File: config.mk
export PLATFORM = sky130hd
export DESIGN_NAME = mul_pipe
export DESIGN_NICKNAME = d
export VERILOG_FILES = /design/src/rtl/mul_pkg.sv /design/src/rtl/mul8x8.sv /design/src/rtl/mul_pipe.sv
export SDC_FILE = /design/constraint.sdc
export NUM_CORES = 1
export LEC_CHECK = 0
export ABC_AREA = 0
export CORE_ASPECT_RATIO = 1.2
export CORE_MARGIN = 8
export CORE_UTILIZATION = 60
export DETAILED_ROUTE_END_ITERATION = 10
export MAX_ROUTING_LAYER = met4
export PLACE_DENSITY = 0.84
export SETUP_SLACK_MARGIN = 0.5
export SKIP_CTS_REPAIR_TIMING = 1
export SYNTH_ARGS = -nofsm -noshare
export SYNTH_HDL_FRONTEND = slang
export SYNTH_SLANG_ARGS = --single-unit
File: constraint.sdc
create_clock -name clk -period 17.9 [get_ports clk]
set_clock_uncertainty 0.1 [all_clocks]
set_input_delay 2.685 -clock clk [delete_from_list [all_inputs] [get_ports clk]]
set_output_delay 2.685 -clock clk [all_outputs]
set_load 0.005 [all_outputs]
File: src/rtl/mul_pkg.sv
// mul_pkg: shared constants and helpers for the tiled multiplier.
// Holds the legal parameter ranges, tile count and tile weight helpers.
package mul_pkg;

  localparam int W_MIN     = 8;
  localparam int W_MAX     = 64;
  localparam int TAG_W_MIN = 1;

  // Number of 8x8 tiles for a WxW product.
  function automatic int npp(input int w);
    return (w / 8) * (w / 8);
  endfunction

  // Bit weight of tile (i,j).
  function automatic int pp_shift(input int i, input int j);
    return 8 * (i + j);
  endfunction

endpackage

File: src/rtl/mul8x8.sv
// mul8x8: unsigned 8x8 -> 16 multiply tile.
// Ports: a, b (8-bit operands), p (16-bit product).
module mul8x8 (
  input  logic [7:0]  a,
  input  logic [7:0]  b,
  output logic [15:0] p
);

  assign p = 16'(a) * 16'(b);

endmodule

File: src/rtl/mul_pipe.sv
// mul_pipe: pipelined WxW signed/unsigned multiplier, valid/ready both sides.
// Ports: clk, rst, in_valid/in_ready/in_a/in_b/in_sgn/in_tag,
//        out_valid/out_ready/out_p/out_tag.
module mul_pipe
  import mul_pkg::*;
#(
  parameter int W       = 16,
  parameter int PIPE_PP = 1,
  parameter int TAG_W   = 4
) (
  input  logic             clk,
  input  logic             rst,
  input  logic             in_valid,
  output logic             in_ready,
  input  logic [W-1:0]     in_a,
  input  logic [W-1:0]     in_b,
  input  logic             in_sgn,
  input  logic [TAG_W-1:0] in_tag,
  output logic             out_valid,
  input  logic             out_ready,
  output logic [2*W-1:0]   out_p,
  output logic [TAG_W-1:0] out_tag
);

  localparam int N   = W / 8;
  localparam int NPP = npp(W);

  typedef logic [2*W-1:0] dw_t;

  if (W % 8 != 0 || W < W_MIN || W > W_MAX || TAG_W < TAG_W_MIN) begin : g_bad
    $error("mul_pipe: illegal W or TAG_W");
  end

  // S1
  logic             v1;
  logic [W-1:0]     a1;
  logic [W-1:0]     b1;
  logic             sgn1;
  logic [TAG_W-1:0] tag1;

  // S2 view as seen by S3 (registered or pass-through)
  logic             v2;
  logic [TAG_W-1:0] tag2;
  dw_t              corr2;
  logic [15:0]      pp2 [NPP];

  logic [15:0]      pp1 [NPP];
  dw_t              corr1;

  logic             ld1;
  logic             ld3;
  logic             v3;

  assign ld3       = !v3 || out_ready;
  assign in_ready  = ld1;
  assign out_valid = v3;

  always_ff @(posedge clk) begin
    if (rst) begin
      v1 <= 1'b0;
    end else if (ld1) begin
      v1 <= in_valid;
      if (in_valid) begin
        a1   <= in_a;
        b1   <= in_b;
        sgn1 <= in_sgn;
        tag1 <= in_tag;
      end
    end
  end

  for (genvar i = 0; i < N; i++) begin : g_row
    for (genvar j = 0; j < N; j++) begin : g_col
      mul8x8 u_tile (
        .a (a1[8*i +: 8]),
        .b (b1[8*j +: 8]),
        .p (pp1[i*N + j])
      );
    end
  end

  // Two's-complement fix-up: a negative operand contributes an extra
  // 2^W times the other operand in the unsigned product.
  always_comb begin
    corr1 = '0;
    if (sgn1 && a1[W-1]) corr1 = corr1 + (dw_t'(b1) << W);
    if (sgn1 && b1[W-1]) corr1 = corr1 + (dw_t'(a1) << W);
  end

  if (PIPE_PP != 0) begin : g_s2
    logic ld2;

    assign ld2 = !v2 || ld3;
    assign ld1 = !v1 || ld2;

    always_ff @(posedge clk) begin
      if (rst) begin
        v2 <= 1'b0;
      end else if (ld2) begin
        v2 <= v1;
        if (v1) begin
          tag2  <= tag1;
          corr2 <= corr1;
          pp2   <= pp1;
        end
      end
    end
  end else begin : g_s2
    assign ld1   = !v1 || ld3;
    assign v2    = v1;
    assign tag2  = tag1;
    assign corr2 = corr1;
    assign pp2   = pp1;
  end

  // Tile reduction: running sum, each tile at weight 2^(8(i+j)).
  dw_t acc [NPP+1];
  assign acc[0] = '0;

  for (genvar k = 0; k < NPP; k++) begin : g_red
    localparam int I = k / N;
    localparam int J = k % N;
    assign acc[k+1] = acc[k] + (dw_t'(pp2[k]) << pp_shift(I, J));
  end

  dw_t prod;
  assign prod = acc[NPP] - corr2;

  always_ff @(posedge clk) begin
    if (rst) begin
      v3      <= 1'b0;
      out_p   <= '0;
      out_tag <= '0;
    end else if (ld3) begin
      v3 <= v2;
      if (v2) begin
        out_p   <= prod;
        out_tag <= tag2;
      end
    end
  end

endmodule

# [Yosys cells after proc, flatten, opt, wreduce, memory -nomap -nowiden]
# Cells that the tools add are included.
[op_classes] addsub=5 multipliers=4 n_mux=2 n_bitwise=1 n_reduce_logical=11
[ops] op="$mul A8 B8 Y16" n=4
[ops] op="$mux W32" n=2
[ops] op="$add A26 B32 Y32" n=1
[ops] op="$add A32 B32 Y32" n=1
[ops] op="$sub A32 B32 Y32" n=1
[ops] op="$add A25 B24 Y26" n=1
[ops] op="$add A16 B24 Y25" n=1
[ops] op="$reduce_and A3 Y1" n=2
[ops] op="$logic_not A1 Y1" n=3
[ops] op="$logic_or A1 B1 Y1" n=3
[ops] op="$logic_and A1 B1 Y1" n=2
[ops] op="$reduce_and A2 Y1" n=1
[ops] op="$not A1 Y1" n=1
[word_totals] reg_bits=176 output_inout_bits=38 elab_cells=38

# [Longest topological paths before layout]
# Gate-level depths: netlist of run 1.
[depth] depth_word=5 depth_mapped=18

# [By module]
# A second synthesis of run 1 with hierarchy kept.
[unflattened] hier_cells=1799 hier_area_um2=17351.6
[by_module_without_submodules] module="mul_pipe" n_inst=1 cells_per_inst=827 area_per_inst_um2=8882.3
[by_module_without_submodules] module="mul8x8 (g_row[0].g_col[0].u_tile ...)" n_inst=3 cells_per_inst=243 area_per_inst_um2=2114.5
[by_module_without_submodules] module="mul8x8 (g_row[1].g_col[1].u_tile)" n_inst=1 cells_per_inst=243 area_per_inst_um2=2125.8

# [Worst setup path after synthesis of run 1]
# No wires, ideal clock.
[synth_timing] path_kind="input to register" start="input rst" end="register corr2[16], enable pin" setup_time_ns=0.647 arrival_time_ns=9.043 required_ns=17.153 path_slack_ns=8.110 path_stages=2 n_path_buf=1 cell_sequence="clkbuf_1 nor3b_1"
[synth_via] elab_chain_cells=2
[synth_lines] element="from (decl)" line_no="mul_pipe.sv:12" text="input logic rst,"
[synth_lines] element="$not A1 Y1 (no line)"
[synth_lines] element="$reduce_and A3 Y1 (no line)"
[synth_lines] element="to (signal assigned)" line_no="mul_pipe.sv:103" text="corr2 <= corr1;"
[synth_lines] element="to (decl)" line_no="mul_pipe.sv:44" text="dw_t corr2;"
# No other way between the ends.
# A chain may end at the register's enable or synchronous reset.

# [Final worst setup path of run 1]
[layout_timing] start="input out_ready" end="output in_ready"
[layout_via] elab_chain_cells=3
[layout_lines] element="from (decl)" line_no="mul_pipe.sv:20" text="input logic out_ready,"
[layout_lines] element="$logic_or A1 B1 Y1" line_no="mul_pipe.sv:54" text="assign ld3 = !v3 || out_ready;"
[layout_lines] element="$logic_or A1 B1 Y1" line_no="mul_pipe.sv:93" text="assign ld2 = !v2 || ld3;"
[layout_lines] element="$logic_or A1 B1 Y1" line_no="mul_pipe.sv:94" text="assign ld1 = !v1 || ld2;"
[layout_lines] element="to (decl)" line_no="mul_pipe.sv:14" text="output logic in_ready,"
# No other way between the ends.

==> results of run 1 <==
## power breakdown
group          total [mW]  internal (mW)  switching, mW
registers           0.533          0.492         0.0406
clock network       0.361          0.185          0.176
logic                1.37          0.607          0.762
total                2.26           1.28          0.979
## cell usage in the layout (no fill, tap or decap), types with 4 or more instances in the layout
master / n
ha_1: 216
o21a_1: 5
clkdlybuf4s50_1: 78
edfxtp_1: 121
fa_1: 170
o31ai_1: 4
nand2b_1: 9
o21ai_0: 31
or2_2: 8
or3_1: 6
o21ai_1: 8
and2_1: 209
a21boi_0: 8
nand3_1: 22
nor2b_1: 13
a211oi_1: 11
and3_1: 29
inv_1: 301
nor2_1: 65
xnor2_1: 64
nor3_1: 13
dfxtp_1: 39
xor2_1: 14
a21oi_1: 87
clkbuf_16: 17
o22ai_1: 6
nand2_1: 155
buf_4: 8
o211ai_1: 4
a21o_1: 15
inv_8: 4
o21bai_1: 7
nand4_1: 4
## metrics by stage
stage / cell area (um2) / utilization (%) / cells / power, mW / hold WS, ns
2_1_floorplan: 16900 / - / 1753 / 1.57 / 0.300
3_3_place_gp: 18000 / 64.7 / 2162 / 1.84 / 0.304
3_5_place_dp: 18000 / 64.7 / 2162 / 1.89 / 0.309
4_1_cts: 18600 / 66.7 / 2194 / 2.26 / 0.326
5_1_grt: 18600 / 66.7 / 2194 / 2.46 / 0.339
6_report: 18600 / 66.7 / 2194 / 2.26 / 0.322
## worst max-delay path: cells and delay by family
kind	cells	cell delay (ns)
buf+inv	3	0.89
simple gates	2	0.54
## area by class of cell
class	instances	area, um2
Clock buffer	17	425
Clock inverter	15	145
Fill cell	2106	9260
Inverter	301	1130
Multi-Input combinational cell	1236	11100
Sequential cell	160	4410
Tap cell	379	474
Timing Repair Buffer	86	841
## cells by family (layout without fill, tap and decap cells)
logic type	Yosys count	count (layout)
and+or+nand+nor	540	540
adders and majority gates	386	386
buffers and inverters	357	419
AOI/OAI and AO/OA	230	230
DFF	160	160
xor gates and xnor gates	78	78
muxes	2	2
## final timing paths
kind | startpoint | slack (ns) | endpoint | cells after the start
max | out_ready | 11.00 | in_ready | 5
min | tag1[1]$_DFFE_PP_ | 0.32 | tag2[1]$_DFFE_PP_ | 0
max reg2reg | a1[5]$_DFFE_PP_ | 12.73 | pp2[63]$_DFFE_PP_ | 15
min reg2reg | tag1[1]$_DFFE_PP_ | 0.32 | tag2[1]$_DFFE_PP_ | 0
## metal layers
| metal | part of all wire, % | GRT usage, % | vias up | wire, um |
|---|---|---|---|---|
| met5 | 0 | - | - | 0 |
| met2 | 50 | 39.3 | 331 | 17800 |
| li1 | - | - | 5789 | - |
| met4 | 2.1 | 7.71 | 0 | 733 |
| met1 | 43 | 27.2 | 5859 | 15200 |
| met3 | 5.5 | 3.25 | 70 | 1980 |
## registers in the layout, indices dropped and copies added (netlist names)
register,count
a1,16
b1,16
corr2,16
out_p,32
out_tag,4
out_valid,1
pp2,64
sgn1,1
tag1,4
tag2,4
v1,1
v2,1
==> run metrics, run 1 <==
status=completed; unrepaired setup endpoints after global routing=false; CTS Sinks=160; total gr overflow=0; Worst-Skew Late Latency=roughly 0.45 ns; Die Y=200 um; chip width=169 um; Global Route Usage Sum=22.8%; top-area cell type share of the netlist area=21.5%; final hold viol count=0; worst vdd ir=0.0000816 V; antenna violations before repair=0; crit-path cells=clkdlybuf4s50_1 > nor2b_1 > and3_1 > inv_1 > clkdlybuf4s50_1; pre-CTS setup slack=11.00 ns; Leak=around 8.6 nW; Highest Clock Rate=between 100 and 150 MHz; Min-Delay Path Class=register to register; post-synthesis mux area share=0.126%; final slew viol count=0; Ys Warns=0; Post-Synth XOR/XNOR Area=4.05%; Core Region=around 0.028 mm2; post-synthesis cell area=around 0.017 mm2; detailed placement HPWL=27,300 um; Post-synth EDFFs=around 120; Root Driver=clkbuf_16; Top FF cell, synth=edfxtp_1; post-synthesis async set-or-reset flop share=0%; largest net degree at the start of global routing=85; CP Capture Type=primary output; setup ws final=about 11 ns; CP max FO=5; post-synthesis compound-gate area fraction=8.97%; top cells by area, synth=edfxtp_1 (22%), fa_1 (20%), ha_1 (16%); combinational family with the most area after synthesis=adder cells; PortBufs=78; drt pass-1 iters=5; number of cell rows=67; Routed wire per std cell=around 16 um; PwrDens=~120 mW/mm2; nets=between 2,000 and 2,500; n_diodes=0; vias in the first global route=around 13,000; fin crit share=between 30% and 40%; area leader, netlist=edfxtp_1; simple-gate share of the synthesized area=~17%; final antenna-violating net count=0; Critical Path RT=approximately 15 ns; area delta synth->final=10.0%; drt drc=0; Seq/Total Area, Yosys=26.1%; starting DRC count in detailed routing=between 700 and 800; Critical Path Most Common Cell=clkdlybuf4s50_1; first-pass GRT wire length=about 60,000 um; CTS clock-pin slew for the worst setup and hold paths=about 0.070 ns; slowest cell delay on critical path=about 0.44 ns; Die Area=0.0338 mm2; TritonCTS clock tree=yes; crit path launch type=input pin; syn avg cell area=just under 10 um2; DRT Wirelength=around 36,000 um; Worst Tran Pin Value=between 1 and 1.5 ns; DR vias=12,049; Yosys reg bits=160; clock tree buffer depth=2; final setup TNS=0 ns; fin crit period=6.90 ns; initial core utilization=60.7%; I/O Pins=between 70 and 80; Synth Area in Adders=between 30% and 40%; top cells by count, synth=inv_1 (301), ha_1 (216), and2_1 (209); endpoints failing setup=0; TritonCTS buffer count=17; Slew HR=30.4%; layout cells sized above 1=3.53%; most frequent cell after synthesis=inv_1; GP Congestion=0.876; vias per cell=around 5.5; max cap viols=0; H-tree levels=4; Mapped Cells=1,753; slowest cell on the critical path=clkdlybuf4s50_1; syn_nets=roughly 2,200; distinct cell type count after synthesis=between 60 and 70; crit path DAT=~4.1 ns; critical path class=input pin to primary output
Power figures use the tool's default switching activity.
==> inputs of run 2 (changes only) <==
CORE_UTILIZATION = 57   (was 60)
clock period = 5.85 ns   (was 17.9 ns; I/O delays follow)
==> run metrics, run 2 (synthesized netlist as in run 1, its figures left out) <==
final hold viol count=0 (unchanged); drt drc=0 (unchanged); I/O Pins=79 (unchanged); CTS Sinks=160 (unchanged); critical path class=register to register; final setup TNS=0 ns (unchanged); slowest cell on the critical path=edfxtp_1; Worst Tran Pin Value=1.13 ns (+0.0857 ns); initial core utilization=57.5% (-3.1 points); commonest non-fill, non-tap cell in the layout=inv_1; TritonCTS clock tree=yes; antenna violations before repair=0 (unchanged); FF-to-FF Start=b1[12]$_DFFE_PP_; Global Route Usage Sum=22.7% (-0.097 points); CP max FO=18 (+13); TritonCTS buffer count=17 (unchanged); Die Area=0.0354 mm2 (+4.8%); CTS clock-pin slew for the worst setup and hold paths=0.07 ns (about the same); PortBufs=78 (unchanged); Core Region=0.0294 mm2 (+5.5%); H-tree levels=4 (unchanged); Most flops, register=pp2; crit-path cells=and2_1 > fa_1 > fa_1 > inv_1 > fa_1 > fa_1 > inv_1 > ha_1 > o21ai_0 > a21boi_0 > o21ai_0 > a21oi_1 > a211oi_1 > a21oi_1 > xnor2_1; Min-Delay Path Class=register to register; Die Y=205 um (+2.4%); crit path DAT=5.13 ns (+1.01 ns); total gr overflow=0 (unchanged); Worst Hold Slack=0.328 ns (+0.00603 ns); FILL cells=2,325 (+10%); Worst Setup SP=b1[12]$_DFFE_PP_; unrepaired setup endpoints after global routing=false; Leak=8.69 nW (+0.49%); drt pass-1 iters=5 (unchanged); layout cells sized above 1=3.79% (+0.26 points); first-pass GRT wire length=63,300 um (+5.0%); n_diodes=0 (unchanged); status=completed; Routed wire per std cell=17.3 um (+6.3%); detailed placement HPWL=29,000 um (+6.1%); DR vias=12,294 (+2.0%); clock tree buffer depth=2 (unchanged); final antenna-violating net count=0 (unchanged); DRT Wirelength=38,200 um (+7.1%); Worst Path Buf+Inv=2 (-1); kind of cell adding the most delay to the critical path=adder cells; Worst-Skew Late Latency=0.45 ns (about the same); PwrDens=378 mW/mm2 (+210%); number of cell rows=69 (+3.0%); Root Driver=clkbuf_16; final slew viol count=0 (unchanged); largest net degree at the start of global routing=85 (unchanged); starting DRC count in detailed routing=792 (+1.9%); endpoints failing setup=0 (unchanged); fin crit share=a little under nine tenths; vias in the first global route=12,900 (+1.2%); vias per cell=5.56 (+1.2%); fin crit period=slightly above 5 ns; worst vdd ir=0.000254 V (+210%); max FFs per register=64 (unchanged); most frequent cells in the layout=inv_1 (301), ha_1 (216), and2_1 (209); CP Capture Type=register; min-delay src=tag1[2]$_DFFE_PP_; slowest cell delay on critical path=0.66 ns (+0.22 ns); Highest Clock Rate=just under 200 MHz; Slew HR=24.7% (-5.7 points); GP Congestion=0.953 (+8.8%); crit path launch type=register; chip width=173 um (+2.4%); nets=2,235 (+0.27%); area delta synth->final=10.5%; Largest regs=pp2: 64 flops, out_p: 32 flops; max cap viols=0 (unchanged); Critical Path Most Common Cell=fa_1; Critical Path RT=5.94 ns (-9.17 ns)
## run 2: metrics by stage
stage          total power [mW]  utilization [%]  area (um2)  worst slack [ns]  cells
6_report                   7.06             63.6       18700             0.806   2211
5_1_grt                    7.62             63.6       18700             0.541   2211
4_1_cts                    7.03             63.6       18700             0.852   2211
3_5_place_dp               5.82             61.5       18100             0.870   2179
3_3_place_gp               5.67             61.5       18100              1.01   2179
2_1_floorplan              4.80                -       16900             0.862   1753
## run 2: layout make-up
class / count / area [um2] / share of cell area [%]
Timing Repair Buffer: 92 / 886 / 4.75
Clock inverter: 15 / 164 / 0.879
Multi-Input combinational cell: 1236 / 11100 / 59.8
Sequential cell: 160 / 4410 / 23.7
Inverter: 301 / 1130 / 6.06
Clock buffer: 17 / 425 / 2.28
Tap cell: 390 / 488 / 2.62
## run 2: metal layers
layer / GRT usage [%] / vias to the layer above / share of wire (%)
li1: - / 5797 / -
met1: 27.6 / 6007 / 43
met2: 37.8 / 400 / 48
met3: 3.47 / 90 / 5.7
met4: 8.85 / 0 / 2.9
met5: - / - / 0
## run 2: worst paths after layout
path | to | slack [ns] | cells past startpoint
worst max-delay path | pp2[15]$_DFFE_PP_ | 0.81 | 15
worst min-delay path | tag2[2]$_DFFE_PP_ | 0.33 | 0
worst max register to register | pp2[15]$_DFFE_PP_ | 0.81 | 15
worst min register to register | tag2[2]$_DFFE_PP_ | 0.33 | 0
## run 2: power breakdown
group          leakage [nW]  switching [mW]  total (mW)  internal (mW)
sequential             1.49           0.122        1.63           1.51
combinational          6.91            2.40        4.28           1.88
clock                 0.292           0.537        1.14          0.607
total                  8.69            3.06        7.06           4.00
==> inputs of run 3 (changes only) <==
CORE_UTILIZATION = 45   (was 57)
PLACE_DENSITY = 0.7   (was 0.84)
SLEW_MARGIN = 15   (was unset)
==> run metrics, run 3 (synthesized netlist as in run 1, its figures left out) <==
clock tree buffer depth=2 (unchanged); Cell Area, Placed=0.0182 mm2 (+0.62%); multi-input logic area=0.0111 mm2 (unchanged); crit path DAT=5.03 ns (-0.10 ns); Die Y=228 um (+12%); post-route cell area=0.0188 mm2 (+0.61%); Root Driver=clkbuf_16; H-tree levels=4 (unchanged); unrepaired setup endpoints after global routing=false; TritonCTS clock tree=yes; Sequential Area=0.00441 mm2 (unchanged); CP max FO=17 (-1); final antenna-violating net count=0 (unchanged); antenna violations before repair=0 (unchanged); TritonCTS buffer count=17 (unchanged); Core Region=0.0369 mm2 (+26%); Hold EP=tag2[1]$_DFFE_PP_; Min-Delay Path Depth=0 (unchanged); Logic pwr share=61.0% (+0.3 points); Slew HR=32.2% (+7.5 points); critical path class=register to register; status=completed; area delta synth->final=11.2%; detailed placement HPWL=29,600 um (+2.1%); number of cell rows=77 (+12%); GP Congestion=0.905 (-5.0%); initial core utilization=45.8% (-12 points); endpoints failing setup=0 (unchanged); CP Capture Type=register; max FFs per register=64 (unchanged); Pwr Total=6.92 mW (-2.0%); vias in the first global route=12,415 (-3.8%); Psw=2.99 mW (-2.3%); Routed wire per std cell=16.3 um (-5.4%); Min-Delay Path Class=register to register; CTS clock-pin slew for the worst setup and hold paths=0.07 ns (about the same); I/O Pins=79 (unchanged); path depth of the worst reg2reg path=15 (unchanged); DP Cell Count=2,264 (+3.9%); Leak=8.70 nW (about the same); register-to-register setup slack=0.92 ns (+0.11 ns); crit path launch type=register; drt pass-1 iters=5 (unchanged); final setup TNS=0 ns (unchanged); final hold viol count=0 (unchanged); Worst-Skew Late Latency=0.46 ns (about the same); worst vdd ir=0.000230 V (-9.7%); layout cells sized above 1=4.16% (+0.37 points); n_diodes=0 (unchanged); vias per cell=5.17 (-7.1%); Most flops, register=pp2; final cell count without fillers=2,301 (+4.1%); PortBufs=78 (unchanged); Highest Clock Rate=203 MHz (+2.3%); fin crit share=84.3% (-1.9 points); fin crit period=4.93 ns (-0.112 ns); drt drc=0 (unchanged); commonest non-fill, non-tap cell in the layout=inv_1; final slew viol count=0 (unchanged); Flop pwr share=23.5% (+0.4 points); Die Area=0.0440 mm2 (+24%); DR vias=11,889 (-3.3%); Internal=3.93 mW (-1.7%); most frequent cells in the layout=inv_1 (301), ha_1 (216), and2_1 (209); PwrDens=369 mW/mm2 (-2.6%); FF-to-FF End=pp2[15]$_DFFE_PP_; Largest regs=pp2: 64 flops, out_p: 32 flops; CTS Sinks=160 (unchanged); first-pass GRT wire length=61,900 um (-2.2%); Global Route Usage Sum=18.0% (-4.7 points); nets=2,241 (+0.27%); chip width=193 um (+11%); Worst Hold Slack=0.326 ns (-0.00247 ns); FF-to-FF Start=a1[9]$_DFFE_PP_; Worst Tran Pin Value=1.01 ns (-0.116 ns); switching part of the total=43.2% (-0.16 points); DRT Wirelength=37,600 um (-1.6%); FILL cells=3,337 (+44%); Critical Path RT=5.95 ns (about the same); largest net degree at the start of global routing=46 (-46%); starting DRC count in detailed routing=640 (-19%); max cap viols=0 (unchanged); total gr overflow=0 (unchanged); min-delay src=tag1[1]$_DFFE_PP_; Clock power frac=15.6% (-0.6 points)
==> run 3: power groups by stage <==
| stage | registers (mW) | logic, mW | clock network [mW] |
|---|---|---|---|
| 2_1_floorplan | 1.59 | 3.21 | 0 |
| 4_1_cts | 1.63 | 4.22 | 1.10 |
| 6_report | 1.62 | 4.22 | 1.08 |
| 3_3_place_gp | 1.65 | 4.09 | 0 |
| 3_5_place_dp | 1.65 | 4.18 | 0 |
| 5_1_grt | 1.64 | 4.78 | 1.14 |
==> run 3: how the worst max path moves through the flow <==
stage | startpoint | to | slack [ns] | cells after the start
floorplan | rst | corr2[16]$_DFFE_PP_ | 0.86 | 2
global placement | b1[12]$_DFFE_PP_ | pp2[15]$_DFFE_PP_ | 0.97 | 15
detailed placement | b1[12]$_DFFE_PP_ | pp2[15]$_DFFE_PP_ | 0.86 | 15
CTS | b1[11]$_DFFE_PP_ | pp2[15]$_DFFE_PP_ | 0.81 | 16
global route | a1[9]$_DFFE_PP_ | pp2[15]$_DFFE_PP_ | 0.56 | 15
finish | a1[9]$_DFFE_PP_ | pp2[15]$_DFFE_PP_ | 0.92 | 15
==> run 3: final cells by class <==
type	instances	area share (%)
multi-input combinational	1236	59.4
sequential	160	23.5
inverter	301	6.02
timing repair buffer	98	4.96
tap	474	3.16
clock buffer	17	2.27
clock inverter	15	0.680
==> run 3: critical path, stage by stage, from the launching register on <==
cell and delay, ns:
edfxtp_1 0.72, nand2_1 0.16, fa_1 0.52, fa_1 0.55
inv_1 0.05, fa_1 0.53, inv_1 0.05, fa_1 0.53
inv_1 0.05, ha_1 0.31, a21boi_0 0.15, o21ai_0 0.21
a21oi_1 0.12, a211oi_1 0.33, a21oi_1 0.14, xnor2_1 0.14
==> run 3: routing by layer <==
layer	wire length (um)	up-vias	GRT usage (%)
met5	0	-	-
met4	687	0	4.85
met3	1570	46	2.78
met2	17800	234	29.1
met1	17600	5799	23.3
li1	-	5810	-
==> run 3: per-stage QoR <==
stage / util (%) / setup WS [ns]
finish: 50.9 / 0.918
global route: 50.9 / 0.557
CTS: 50.8 / 0.814
detailed placement: 49.3 / 0.864
global placement: 49.3 / 0.970
floorplan: - / 0.862
